**config.mk**
```make
export PLATFORM = sky130hd
export DESIGN_NAME = inst_axi_responder_flat
export DESIGN_NICKNAME = d
export VERILOG_FILES = /design/src/rtl/inst_axi_responder_pkg.sv /design/src/rtl/inst_axi_responder_if.sv /design/src/rtl/inst_axi_responder.sv /design/src/flat_wrapper.sv
export SDC_FILE = /design/constraint.sdc
export NUM_CORES = 1
export LEC_CHECK = 0
export ABC_AREA = 1
export CORE_MARGIN = 2
export CORE_UTILIZATION = 42
export DETAILED_ROUTE_END_ITERATION = 10
export GPL_TIMING_DRIVEN = 0
export PLACE_DENSITY = 0.86
export SETUP_SLACK_MARGIN = 0.02
export SYNTH_ARGS = -nofsm -noshare
export SYNTH_HDL_FRONTEND = slang
export SYNTH_SLANG_ARGS = --single-unit
```
**constraint.sdc**
```tcl
create_clock -name aclk -period 2 [get_ports aclk]
set_input_delay 0.2 -clock aclk [delete_from_list [all_inputs] [get_ports aclk]]
set_output_delay 0.2 -clock aclk [all_outputs]
set_load 0.02 [all_outputs]
```
**src/rtl/inst_axi_responder_pkg.sv**
```systemverilog
// AXI read-channel constants and FSM state encoding for the instruction-fetch responder.
package inst_axi_responder_pkg;

    localparam logic [1:0] BURST_INCR = 2'b01;
    localparam logic [2:0] SIZE_4B    = 3'b010;
    localparam logic [1:0] RESP_OKAY  = 2'b00;
    localparam logic [7:0] LEN_SINGLE = 8'd0;

    typedef enum logic [1:0] {
        ST_IDLE = 2'd0,
        ST_AR   = 2'd1,
        ST_R    = 2'd2,
        ST_DONE = 2'd3
    } state_t;

endpackage

```
**src/rtl/inst_axi_responder_if.sv**
```systemverilog
// AXI4 read address/data channels; the responder drives the master side.
interface axi_rd_if;
    logic [3:0]  arid;
    logic [31:0] araddr;
    logic [7:0]  arlen;
    logic [2:0]  arsize;
    logic [1:0]  arburst;
    logic        arvalid;
    logic        arready;
    logic [3:0]  rid;
    logic [31:0] rdata;
    logic [1:0]  rresp;
    logic        rlast;
    logic        rvalid;
    logic        rready;

    modport master (
        output arid, araddr, arlen, arsize, arburst, arvalid,
        input  arready,
        input  rid, rdata, rresp, rlast, rvalid,
        output rready
    );

    modport slave (
        input  arid, araddr, arlen, arsize, arburst, arvalid,
        output arready,
        output rid, rdata, rresp, rlast, rvalid,
        input  rready
    );
endinterface

```
**src/rtl/inst_axi_responder.sv**
```systemverilog
// Single-word instruction fetch over one single-beat AXI4 read, with flush cancellation.
//   state | meaning
//   IDLE  | waiting for a fetch request
//   AR    | address presented, waiting for arready
//   R     | waiting for the read beat
//   DONE  | response strobe cycle
module inst_axi_responder
    import inst_axi_responder_pkg::*;
#(
    parameter logic [3:0] ARID = 4'h0
) (
    input  logic        aclk,
    input  logic        aresetn,
    input  logic        inst_ren_i,
    input  logic [31:0] inst_addr_i,
    input  logic        flush_i,
    output logic        inst_ok_o,
    output logic        inst_valid_o,
    output logic [31:0] inst_rdata_o,
    axi_rd_if.master    axi
);

    state_t      state;
    logic        cancel;
    logic        arvalid_q;
    logic [31:0] araddr_q;
    logic        rready_q;
    logic [31:0] rdata_q;
    logic        valid_q;

    assign axi.arid    = ARID;
    assign axi.arlen   = LEN_SINGLE;
    assign axi.arsize  = SIZE_4B;
    assign axi.arburst = BURST_INCR;
    assign axi.arvalid = arvalid_q;
    assign axi.araddr  = araddr_q;
    assign axi.rready  = rready_q;

    assign inst_rdata_o = rdata_q;
    assign inst_valid_o = valid_q;
    assign inst_ok_o    = (state == ST_DONE) && !flush_i;

    always_ff @(posedge aclk or negedge aresetn) begin
        if (!aresetn) begin
            state     <= ST_IDLE;
            cancel    <= 1'b0;
            arvalid_q <= 1'b0;
            araddr_q  <= '0;
            rready_q  <= 1'b0;
            rdata_q   <= '0;
            valid_q   <= 1'b0;
        end else begin
            case (state)
                ST_IDLE: begin
                    if (inst_ren_i && !flush_i) begin
                        araddr_q  <= {inst_addr_i[31:2], 2'b00};
                        arvalid_q <= 1'b1;
                        state     <= ST_AR;
                    end
                end
                ST_AR: begin
                    // arvalid must stay up once raised, so a flush only marks the beat for discard
                    if (flush_i) cancel <= 1'b1;
                    if (arvalid_q && axi.arready) begin
                        arvalid_q <= 1'b0;
                        rready_q  <= 1'b1;
                        state     <= ST_R;
                    end
                end
                ST_R: begin
                    if (flush_i) cancel <= 1'b1;
                    if (rready_q && axi.rvalid) begin
                        rready_q <= 1'b0;
                        // a flush coinciding with the beat also cancels it
                        if (cancel || flush_i) begin
                            cancel <= 1'b0;
                            state  <= ST_IDLE;
                        end else begin
                            rdata_q <= axi.rdata;
                            valid_q <= (axi.rresp == RESP_OKAY);
                            state   <= ST_DONE;
                        end
                    end
                end
                ST_DONE: state <= ST_IDLE;
                default: state <= ST_IDLE;
            endcase
        end
    end

    always_ff @(posedge aclk) begin
        if (aresetn && axi.rvalid && axi.rready) begin
            assert (axi.rid == ARID);
            assert (axi.rlast);
        end
    end

endmodule

```
**src/flat_wrapper.sv**
```systemverilog
// flat-port wrapper written by rule: the top's interface ports become plain ports
module inst_axi_responder_flat import inst_axi_responder_pkg::*;
#(
    parameter logic [3:0] ARID = 4'h0
)
  (aclk, aresetn, inst_ren_i, inst_addr_i, flush_i, inst_ok_o, inst_valid_o, inst_rdata_o, axi_arid, axi_araddr, axi_arlen, axi_arsize, axi_arburst, axi_arvalid, axi_arready, axi_rid, axi_rdata, axi_rresp, axi_rlast, axi_rvalid, axi_rready);
  axi_rd_if axi_i ();
  input  logic aclk;
  input  logic aresetn;
  input  logic inst_ren_i;
  input  logic [31:0] inst_addr_i;
  input  logic flush_i;
  output logic inst_ok_o;
  output logic inst_valid_o;
  output logic [31:0] inst_rdata_o;
  output wire logic [$bits(axi_i.arid)-1:0] axi_arid;
  output wire logic [$bits(axi_i.araddr)-1:0] axi_araddr;
  output wire logic [$bits(axi_i.arlen)-1:0] axi_arlen;
  output wire logic [$bits(axi_i.arsize)-1:0] axi_arsize;
  output wire logic [$bits(axi_i.arburst)-1:0] axi_arburst;
  output wire logic [$bits(axi_i.arvalid)-1:0] axi_arvalid;
  input wire logic [$bits(axi_i.arready)-1:0] axi_arready;
  input wire logic [$bits(axi_i.rid)-1:0] axi_rid;
  input wire logic [$bits(axi_i.rdata)-1:0] axi_rdata;
  input wire logic [$bits(axi_i.rresp)-1:0] axi_rresp;
  input wire logic [$bits(axi_i.rlast)-1:0] axi_rlast;
  input wire logic [$bits(axi_i.rvalid)-1:0] axi_rvalid;
  output wire logic [$bits(axi_i.rready)-1:0] axi_rready;
  assign axi_arid = axi_i.arid;
  assign axi_araddr = axi_i.araddr;
  assign axi_arlen = axi_i.arlen;
  assign axi_arsize = axi_i.arsize;
  assign axi_arburst = axi_i.arburst;
  assign axi_arvalid = axi_i.arvalid;
  assign axi_i.arready = axi_arready;
  assign axi_i.rid = axi_rid;
  assign axi_i.rdata = axi_rdata;
  assign axi_i.rresp = axi_rresp;
  assign axi_i.rlast = axi_rlast;
  assign axi_i.rvalid = axi_rvalid;
  assign axi_rready = axi_i.rready;
  inst_axi_responder #(.ARID(ARID)) u_core (.aclk(aclk), .aresetn(aresetn), .inst_ren_i(inst_ren_i), .inst_addr_i(inst_addr_i), .flush_i(flush_i), .inst_ok_o(inst_ok_o), .inst_valid_o(inst_valid_o), .inst_rdata_o(inst_rdata_o), .axi(axi_i));
endmodule
```
==> results of run 1 <==
worst max-delay path, stage by stage, from the launching register on:
cell,delay (ps)
dfrtp_1,440
ha_1,180
inv_1,40
nor2_1,80
clkdlybuf4s50_1,610
flip-flops by register name, indices dropped and copies added (netlist names):
signal               count
u_core.state             2
u_core.axi.arvalid       1
u_core.axi.araddr       30
u_core.cancel            1
u_core.axi.rready        1
u_core.inst_rdata_o     32
u_core.inst_valid_o      1
cells in the final DEF, fill, tap and decap left out, types with 2 or more instances in the layout:
cell / n
o21ai_0: 23
clkinv_2: 2
inv_1: 37
clkdlybuf4s50_1: 134
bufinv_16: 2
ha_1: 6
dfrtp_1: 67
nor2_1: 4
buf_6: 6
clkbuf_1: 2
buf_4: 20
clkbuf_8: 12
conb_1: 19
nand3_1: 4
buf_2: 4
o21ai_1: 9
nand2_1: 149
metrics by stage:
step           worst slack [ps]  utilization
2_1_floorplan             633.3            -
3_3_place_gp              -1430       0.6617
3_5_place_dp              327.5       0.6614
4_1_cts                   95.55       0.6973
5_1_grt                   42.86       0.6974
6_report                  125.2       0.6974
layout make-up:
class | instances | area share
Sequential cell | 68 | 0.3574
Timing Repair Buffer | 136 | 0.2852
Multi-Input combinational cell | 221 | 0.2012
Buffer | 31 | 0.04989
Clock buffer | 12 | 0.03466
Inverter | 39 | 0.03178
Tap cell | 96 | 0.02521
Clock inverter | 4 | 0.01471
power groups by stage:
stage	combinational [uW]	clock [uW]	sequential [uW]
floorplan	814	0	2880
global placement	2820	0	2240
detailed placement	2910	0	2260
CTS	2910	1320	2250
global route	3120	1390	2320
finish	2870	1300	2250
what timing repair did:
action,in CTS,in global routing
setup endpoints to repair,0,1
hold buffers,1,0
resized for setup,0,1
endpoints found under the hold margin,21,0
metal layers:
layer / track usage / up-vias / part of all wire
li1: - / 1317 / -
met5: 0 / - / 0
met1: 0.2070 / 1220 / 0.39
met4: 0.07438 / 0 / 0.014
met2: 0.3397 / 98 / 0.52
met3: 0.05597 / 10 / 0.075
cell families after synthesis:
group / count (synthesis) / synth area share
simple gates: 161 / 0.2121
buf+inv: 70 / 0.1303
flops: 68 / 0.5700
compound gates: 35 / 0.05993
fa+ha+maj: 6 / 0.02515
other cells: 2 / 0.002516
worst max path at each step:
stage	start	to	slack (ps)	cells past startpoint
global route	u_core.state[0]$_DFFE_PN0P_	inst_ok_o	40	4
finish	u_core.state[0]$_DFFE_PN0P_	inst_ok_o	130	4
floorplan	u_core.state[0]$_DFFE_PN0P_	u_core.inst_rdata_o[0]$_DFFE_PN0P_	630	8
CTS	u_core.state[1]$_DFFE_PN0P_	inst_ok_o	100	4
global placement	aresetn	u_core.cancel$_DFFE_PN0P_	-1430	1
detailed placement	flush_i	u_core.axi.araddr[18]$_DFFE_PN0P_	330	5
==> impl_metrics.yaml, run 1 <==
synthesis:
  synth_common_cells: "nand2_1, dfrtp_1, inv_1"
  syn_area_per_cell_um2: 8.729
  synth_top_area_share: 0.5700
  ys_seq_area_frac: 0.5700
  synth.ff_latch_count: 68
  syn_inst: 342
  yosysMostFrequentCell: "nand2_1"
  synth-main-ff-cell: "dfrtp_1"
  synth_edf_count: 0
  synthTopCellsByArea: "dfrtp_1, nand2_1, buf_4"
  synthArstFlopShare: 1.000
  ys_warn_count: 0
  synthDistinctLibCells: 22
  synth.largest_area_cell: "dfrtp_1"
  netlist_area_um2: 2985
sta:
  slew_viol_final: 0
  hold_ws_ps: 393.6
  fin_crit_sh: 0.9374
  hold_viol: 0
  rsz0062_at_grt: "false"
  fin_setup_tns_ps: 0
  fmax_ghz: 0.5334
  maxSlewHeadroom: 0.4475
  layout_min_cycle_time_ps: 1875
  skew_ps: 7.245
  tightestPinTransition_ps: 828.7
  setup_viol: 0
die:
  die_w_um: 88.31
  die_height_um: 88.31
  rows: 30
  start_util: 0.4370
  placeableCoreArea_um2: 6832
  ios: 162
  dieArea_um2: 7799
setup_path:
  worstRegToRegCells: 5
  startpoint_type: "flip-flop"
  critPathRequiredTime_ps: 1800
  r2r-start: "u_core.state[0]$_DFFE_PN0P_"
  crit-reg2reg-capture: "u_core.axi.araddr[18]$_DFFE_PN0P_"
  path_max_fanout: 5
  rrSetupSlack_ps: 340
  critPathKind: "flip-flop to primary output"
  end_kind: "primary output"
  arrival_ps: 1670
place:
  placed_area_um2: 4518
  dp.cells: 590
  port_buffers: 135
  gp_congestion: 0.7828
  post-dp-hpwl_mm: 5.549
power_and_ir_drop:
  switching_share: 0.3638
  pwr_density_cell_nw_per_um2: 1349
  leakage_uw: 0.002466
  seq_power_share: 0.350
  switchingPower_uw: 2338
  p_comb_frac: 0.447
  clock_power_share: 0.203
  ir_worst_vdd_v: 0.0007331
  p_int_uw: 4088
  total_power_uw: 6425
clock_tree:
  path_clk_slew_ps: 70
  postCtsSetupBuffers: 0
  cts.sinks: 68
  cts_tree: "done"
  insertion_delay_ps: 330
  h-tree-depth: 3
  cts_buffer_depth: 2
  ctsRootBufferMaster: "clkbuf_8"
  numCtsBuffers: 9
global_route:
  grt_usage: 0.1881
  antenna_found_initial: 0
  grt_max_degree: 69
  grt-ovfl-total: 0
  grt_pass1_wl_mm: 11.40
  grt_pass1_vias: 2677
route:
  dr.pass1.iters: 4
  via_per_inst: 4.357
  drt_iter0_drc: 51
  ant_nets: 0
  drt-wirelength-per-cell_um: 12.03
  drc: 0
  vias: 2645
  routed_wl_mm: 7.305
layout:
  area_growth_pct: 59.60
  layout.area.seq_um2: 1703
  fillers: 561
  diodes: 0
  stdcell_count: 607
  multi_input_area_um2: 958.4
  fin_nets: 589
  drive_gt1_frac: 0.1018
  fin_area_um2: 4765
status:
  status: "finished clean"
hold_path:
  whs_path_depth: 3
  hp-class: "input port to flip-flop"
  min_to: "u_core.inst_rdata_o[23]$_DFFE_PN0P_"
  min-delay-start: "axi_rdata[23]"
flow_run:
  maxCapViolations: 0
Note: power is estimated with default switching activity, not from simulation.
==> run 2: changes to the inputs <==
- GPL_TIMING_DRIVEN: 0 -> default
==> run 2 against run 1 <==
Clock skew is 5.9 ps higher. Sequential power hardly changed. Cell area is 3.7% lower. Combinational power hardly changed. Critical path type is now flip-flop to flip-flop. Largest cell class unchanged. Largest power group unchanged.
==> impl_metrics.yaml, run 2 (synthesis results as in run 1) <==
route:
  ant_nets: 0
  via_per_inst: 4.400
  wl_met2_mm: 3.654
  drc: 0
  highest-signal-layer: "met4"
  routed_wl_mm: 7.139
  wl_met1_mm: 2.879
  dr.pass1.iters: 4
  drt_iter0_drc: 115
  drt-wirelength-per-cell_um: 12.31
  vias: 2552
  met3WireLength_um: 521
setup_path:
  slowest_delay_ps: 460
  end_kind: "flip-flop"
  critPathRequiredTime_ps: 2240
  startpoint_type: "flip-flop"
  critical_path.cell_chain: "inv_1, ha_1, nand3_2, buf_4, nand2_1, o21ai_0"
  arrival_ps: 1830
  path_max_fanout: 40
  cpMaxStageDelayCell: "dfrtp_1"
  critPathKind: "flip-flop to flip-flop"
layout:
  largest_reg_flops: 32
  diodes: 0
  fin_area_um2: 4591
  drive_gt1_frac: 0.05372
  final_cell_mix: "nand2_1, clkdlybuf4s50_1, dfrtp_1"
  area_growth_pct: 53.77
  final_common_cell: "nand2_1"
  fin_nets: 562
clock_tree:
  cts_tree: "done"
  path_clk_slew_ps: 80
  insertion_delay_ps: 330
  cts.sinks: 68
  ctsRootBufferMaster: "clkbuf_8"
  numCtsBuffers: 9
  h-tree-depth: 3
  cts_buffer_depth: 2
power_and_ir_drop:
  ir_worst_vdd_v: 0.0008013
  pwr_density_cell_nw_per_um2: 1402
  leakage_uw: 0.002359
status:
  status: "finished clean"
global_route:
  grt-ovfl-total: 0
  grt_pass1_wl_mm: 11.01
  antenna_found_initial: 0
  grt_usage: 0.1809
  grt_max_degree: 69
  grt_pass1_vias: 2521
flow_run:
  maxCapViolations: 0
sta:
  layout_min_cycle_time_ps: 1588
  rsz0062_at_grt: "false"
  hold_ws_ps: 399.8
  slew_viol_final: 0
  fin_setup_tns_ps: 0
  fmax_ghz: 0.6296
  hold_viol: 0
  fin_crit_sh: 0.7942
  setup_ws_ps: 411.6
  skew_ps: 13.17
  setup_viol: 0
place:
  placed_area_um2: 4338
  port_buffers: 135
  post-dp-hpwl_mm: 5.264
  gp_congestion: 0.8400
  place_ws_ps: 342.3
die:
  ios: 162
  die_height_um: 88.31
  rows: 30
  start_util: 0.4370
  placeableCoreArea_um2: 6832
  die_w_um: 88.31
  dieArea_um2: 7799
hold_path:
  hp-class: "input port to async pin"
[run 2: cell count changes in the layout (fill, tap and decap cells not counted), sizes merged]
cell,change
buf,-25
clkbuf,-4
bufinv,+1
clkdlybuf4s50,-1
clkinv,+1
dlymetal6s2s,+1
[run 2: per-stage QoR]
| step | utilization | power [uW] | cells |
|---|---|---|---|
| after floorplan | - | 3696 | 359 |
| after global placement | 0.6350 | 5009 | 563 |
| after detailed placement | 0.6350 | 5131 | 563 |
| after CTS | 0.6716 | 6499 | 580 |
| after global routing | 0.6720 | 6843 | 580 |
| final | 0.6720 | 6435 | 580 |
[run 2: final timing paths]
kind                                                    start                             endpoint  slack [ps]  cells past startpoint
min in group aclk                               axi_rdata[14]  u_core.inst_rdata_o[14]$_DFFE_PN0P_         400                      3
max reg2reg                       u_core.state[1]$_DFFE_PN0P_    u_core.axi.araddr[20]$_DFFE_PN0P_         410                      6
min reg2reg                u_core.inst_rdata_o[6]$_DFFE_PN0P_   u_core.inst_rdata_o[6]$_DFFE_PN0P_         470                      2
max in group asynchronous                             aresetn          u_core.state[0]$_DFFE_PN0P_        1270                      3
min                                                   aresetn  u_core.inst_rdata_o[15]$_DFFE_PN0P_         400                      3
max                               u_core.state[1]$_DFFE_PN0P_    u_core.axi.araddr[20]$_DFFE_PN0P_         410                      6
[run 2: area by class of cell]
type | instances | area [um^2]
multi-input cells | 221 | 963.4
repair buffers | 140 | 1414
flip-flops and latches | 68 | 1702
inverters | 39 | 151.4
well taps | 96 | 120.1
clock inverters | 6 | 112.6
clock buffers | 10 | 127.6
fillers | 553 | 2241
[run 2: timing repair]
item                                   in CTS  in global routing
resized for setup                           0                  1
setup endpoints to repair                   0                  1
buffers inserted                            0                  0
endpoints found under the hold margin      68                  0
hold buffers                                1                  0
[run 2: layer usage]
metal  GRT usage  vias to the layer above
met5           0                        -
met4     0.07300                        0
met3     0.04011                       11
met2      0.3185                       93
met1      0.2144                     1183
li1            -                     1265
[run 2: power by group]
part           internal (uW)  switching, uW
Clock                    831            514
Combinational           1330           1510
Sequential              1920            324
[run 2: critical path, delay by kind of cell, from the launching register on]
family	cells	cell delay, ps
flip-flops	1	460
AND/OR/NAND/NOR	2	220
buffers and inverters	2	450
AO/OA/AOI/OAI	1	110
adder cells (fa/ha/maj)	1	260
==> run 3: changes to the inputs <==
- CORE_UTILIZATION: 42 -> 35
- PLACE_DENSITY: 0.86 -> 0.76
- clock period: 2 -> 1.3 ns (I/O delays scaled with it)
==> run 3 against run 2 <==
The flow now finishes with violations (negative setup slack). Power rose by 74%. Via count rose by 9.8%. Sequential power rose by 63%. Clock-buffer cell count did not move. Non-clock buffer count rose by 30. Die area rose by 19%. Hold slack got worse by 74 ps. First-iteration DRC count fell by 24%. Clock power rose by 60%. Sequential cell count did not move. Setup slack got worse by 580 ps.
==> impl_metrics.yaml, run 3 (synthesis results as in run 1) <==
status:
  status: "complete, but fails checks"
  violations: "negative setup slack"
sta:
  layout_min_cycle_time_ps: 1465
  fin_crit_sh: 1.127
  skew_ps: 7.684
  hold_viol: 0
  setup_ws_ps: -165.3
  maxSlewHeadroom: 0.6275
  tightestPinTransition_ps: 558.8
  rsz0062_at_grt: "true"
  fmax_ghz: 0.6824
  setup_viol: 66
  slew_viol_final: 0
layout:
  final_common_cell: "nand2_1"
  final_cell_mix: "nand2_1, clkdlybuf4s50_1, dfrtp_1"
  largest_reg_flops: 32
  fillers: 634
  stdcell_count: 621
  fin_area_um2: 5528
  drive_gt1_frac: 0.2926
  layout.area.seq_um2: 1703
  area_growth_pct: 85.16
  fin_util: 0.6694
  fin_nets: 594
  multi_input_area_um2: 1401
  diodes: 0
hold_path:
  min-delay-start: "inst_addr_i[28]"
  hp-class: "input port to flip-flop"
  whs_path_depth: 3
  min_to: "u_core.axi.araddr[28]$_DFFE_PN0P_"
setup_path:
  end_kind: "flip-flop"
  rrSetupSlack_ps: -170
  startpoint_type: "flip-flop"
  cpMaxStageDelayCell: "dfrtp_1"
  critPathRequiredTime_ps: 1570
  worstRegToRegCells: 9
  arrival_ps: 1740
  crit-reg2reg-capture: "u_core.inst_valid_o$_DFFE_PN0P_"
  timing.critical_path.buf_inv: 4
  startpoint: "u_core.state[0]$_DFFE_PN0P_"
  critical_path.cell_chain: "buf_6, inv_8, ha_4, nand2_4, nor2_8, buf_12, buf_12, nand2_2, nand2_1"
  slowest_delay_ps: 400
  crit_family: "buffers and inverters"
  path_common_cell: "buf_12"
  path_max_fanout: 6
  critPathKind: "flip-flop to flip-flop"
  r2r-start: "u_core.state[0]$_DFFE_PN0P_"
die:
  start_util: 0.3615
  placeableCoreArea_um2: 8258
  die_height_um: 96.36
  ios: 162
  dieArea_um2: 9284
  die_w_um: 96.36
  rows: 33
place:
  gp_congestion: 0.8963
  place_ws_ps: -157.1
  dp.cells: 579
  post-dp-hpwl_mm: 5.425
  placed_area_um2: 4420
  port_buffers: 135
power_and_ir_drop:
  total_power_uw: 11210
  pwr_density_cell_nw_per_um2: 2027
  ir_worst_vdd_v: 0.001239
  leakage_uw: 0.002952
clock_tree:
  path_clk_slew_ps: 80
  cts_tree: "done"
  cts_buffer_depth: 2
  numCtsBuffers: 9
  ctsRootBufferMaster: "clkbuf_8"
  cts.sinks: 68
  h-tree-depth: 3
  insertion_delay_ps: 330
route:
  via_per_inst: 4.512
  drc: 0
  ant_nets: 0
  drt_iter0_drc: 87
  dr.pass1.iters: 4
  vias: 2802
  routed_wl_mm: 9.372
  drt-wirelength-per-cell_um: 15.09
global_route:
  grt_max_degree: 45
  grt-ovfl-total: 0
  grt_pass1_vias: 2790
  grt_usage: 0.1938
  antenna_found_initial: 0
  grt_pass1_wl_mm: 13.53
flow_run:
  maxCapViolations: 0
[run 3: layer usage]
| layer | share of wire | global-route usage | vias up |
|---|---|---|---|
| met5 | 0 | 0 | - |
| met4 | 0.0075 | 0.04695 | 0 |
| met3 | 0.063 | 0.05560 | 6 |
| met2 | 0.53 | 0.3449 | 89 |
| met1 | 0.40 | 0.2303 | 1368 |
| li1 | - | - | 1339 |
[run 3: cell type report]
type | count | area share
inverters | 39 | 0.03078
clock buffers | 10 | 0.02490
repair buffers | 170 | 0.3323
multi-input cells | 221 | 0.2535
well taps | 105 | 0.02377
flip-flops and latches | 68 | 0.3081
repair inverters | 2 | 0.006564
clock inverters | 6 | 0.02014
[run 3: worst max path at each step]
stage	end	depth (start not counted)
after floorplan	u_core.inst_rdata_o[0]$_DFFE_PN0P_	8
after global routing	u_core.inst_rdata_o[8]$_DFFE_PN0P_	9
after global placement	inst_ok_o	3
after detailed placement	inst_ok_o	3
final	u_core.inst_valid_o$_DFFE_PN0P_	9
after CTS	u_core.axi.araddr[17]$_DFFE_PN0P_	7
[run 3: worst reg2reg max path: stages, from the launching register on]
cell	delay, ps
dfrtp_1	400
buf_6	140
inv_8	60
ha_4	140
nand2_4	70
nor2_8	160
buf_12	200
buf_12	150
nand2_2	50
nand2_1	50
[run 3: stage by stage]
stage	hold WS, ps	setup TNS, ps
6_report	325.5	-7585
5_1_grt	330.2	-11490
4_1_cts	308.9	-7209
3_5_place_dp	151.9	-7043
3_3_place_gp	142.4	-5025
2_1_floorplan	-165.6	-45.80
[run 3: timing repair]
item                       4_1_cts  5_1_grt
gates cloned                     9        4
hold buffers                     1        0
setup endpoints to repair      131       69
pin swaps                        8        9
gates resized for setup        142      100
hold endpoints to repair        68        0
setup buffers                   11        2
[run 3: where the power goes]
group	internal, uW	switching [uW]
Combinational	2500	2890
Sequential	2960	702
Clock	1330	822
Total	6790	4410
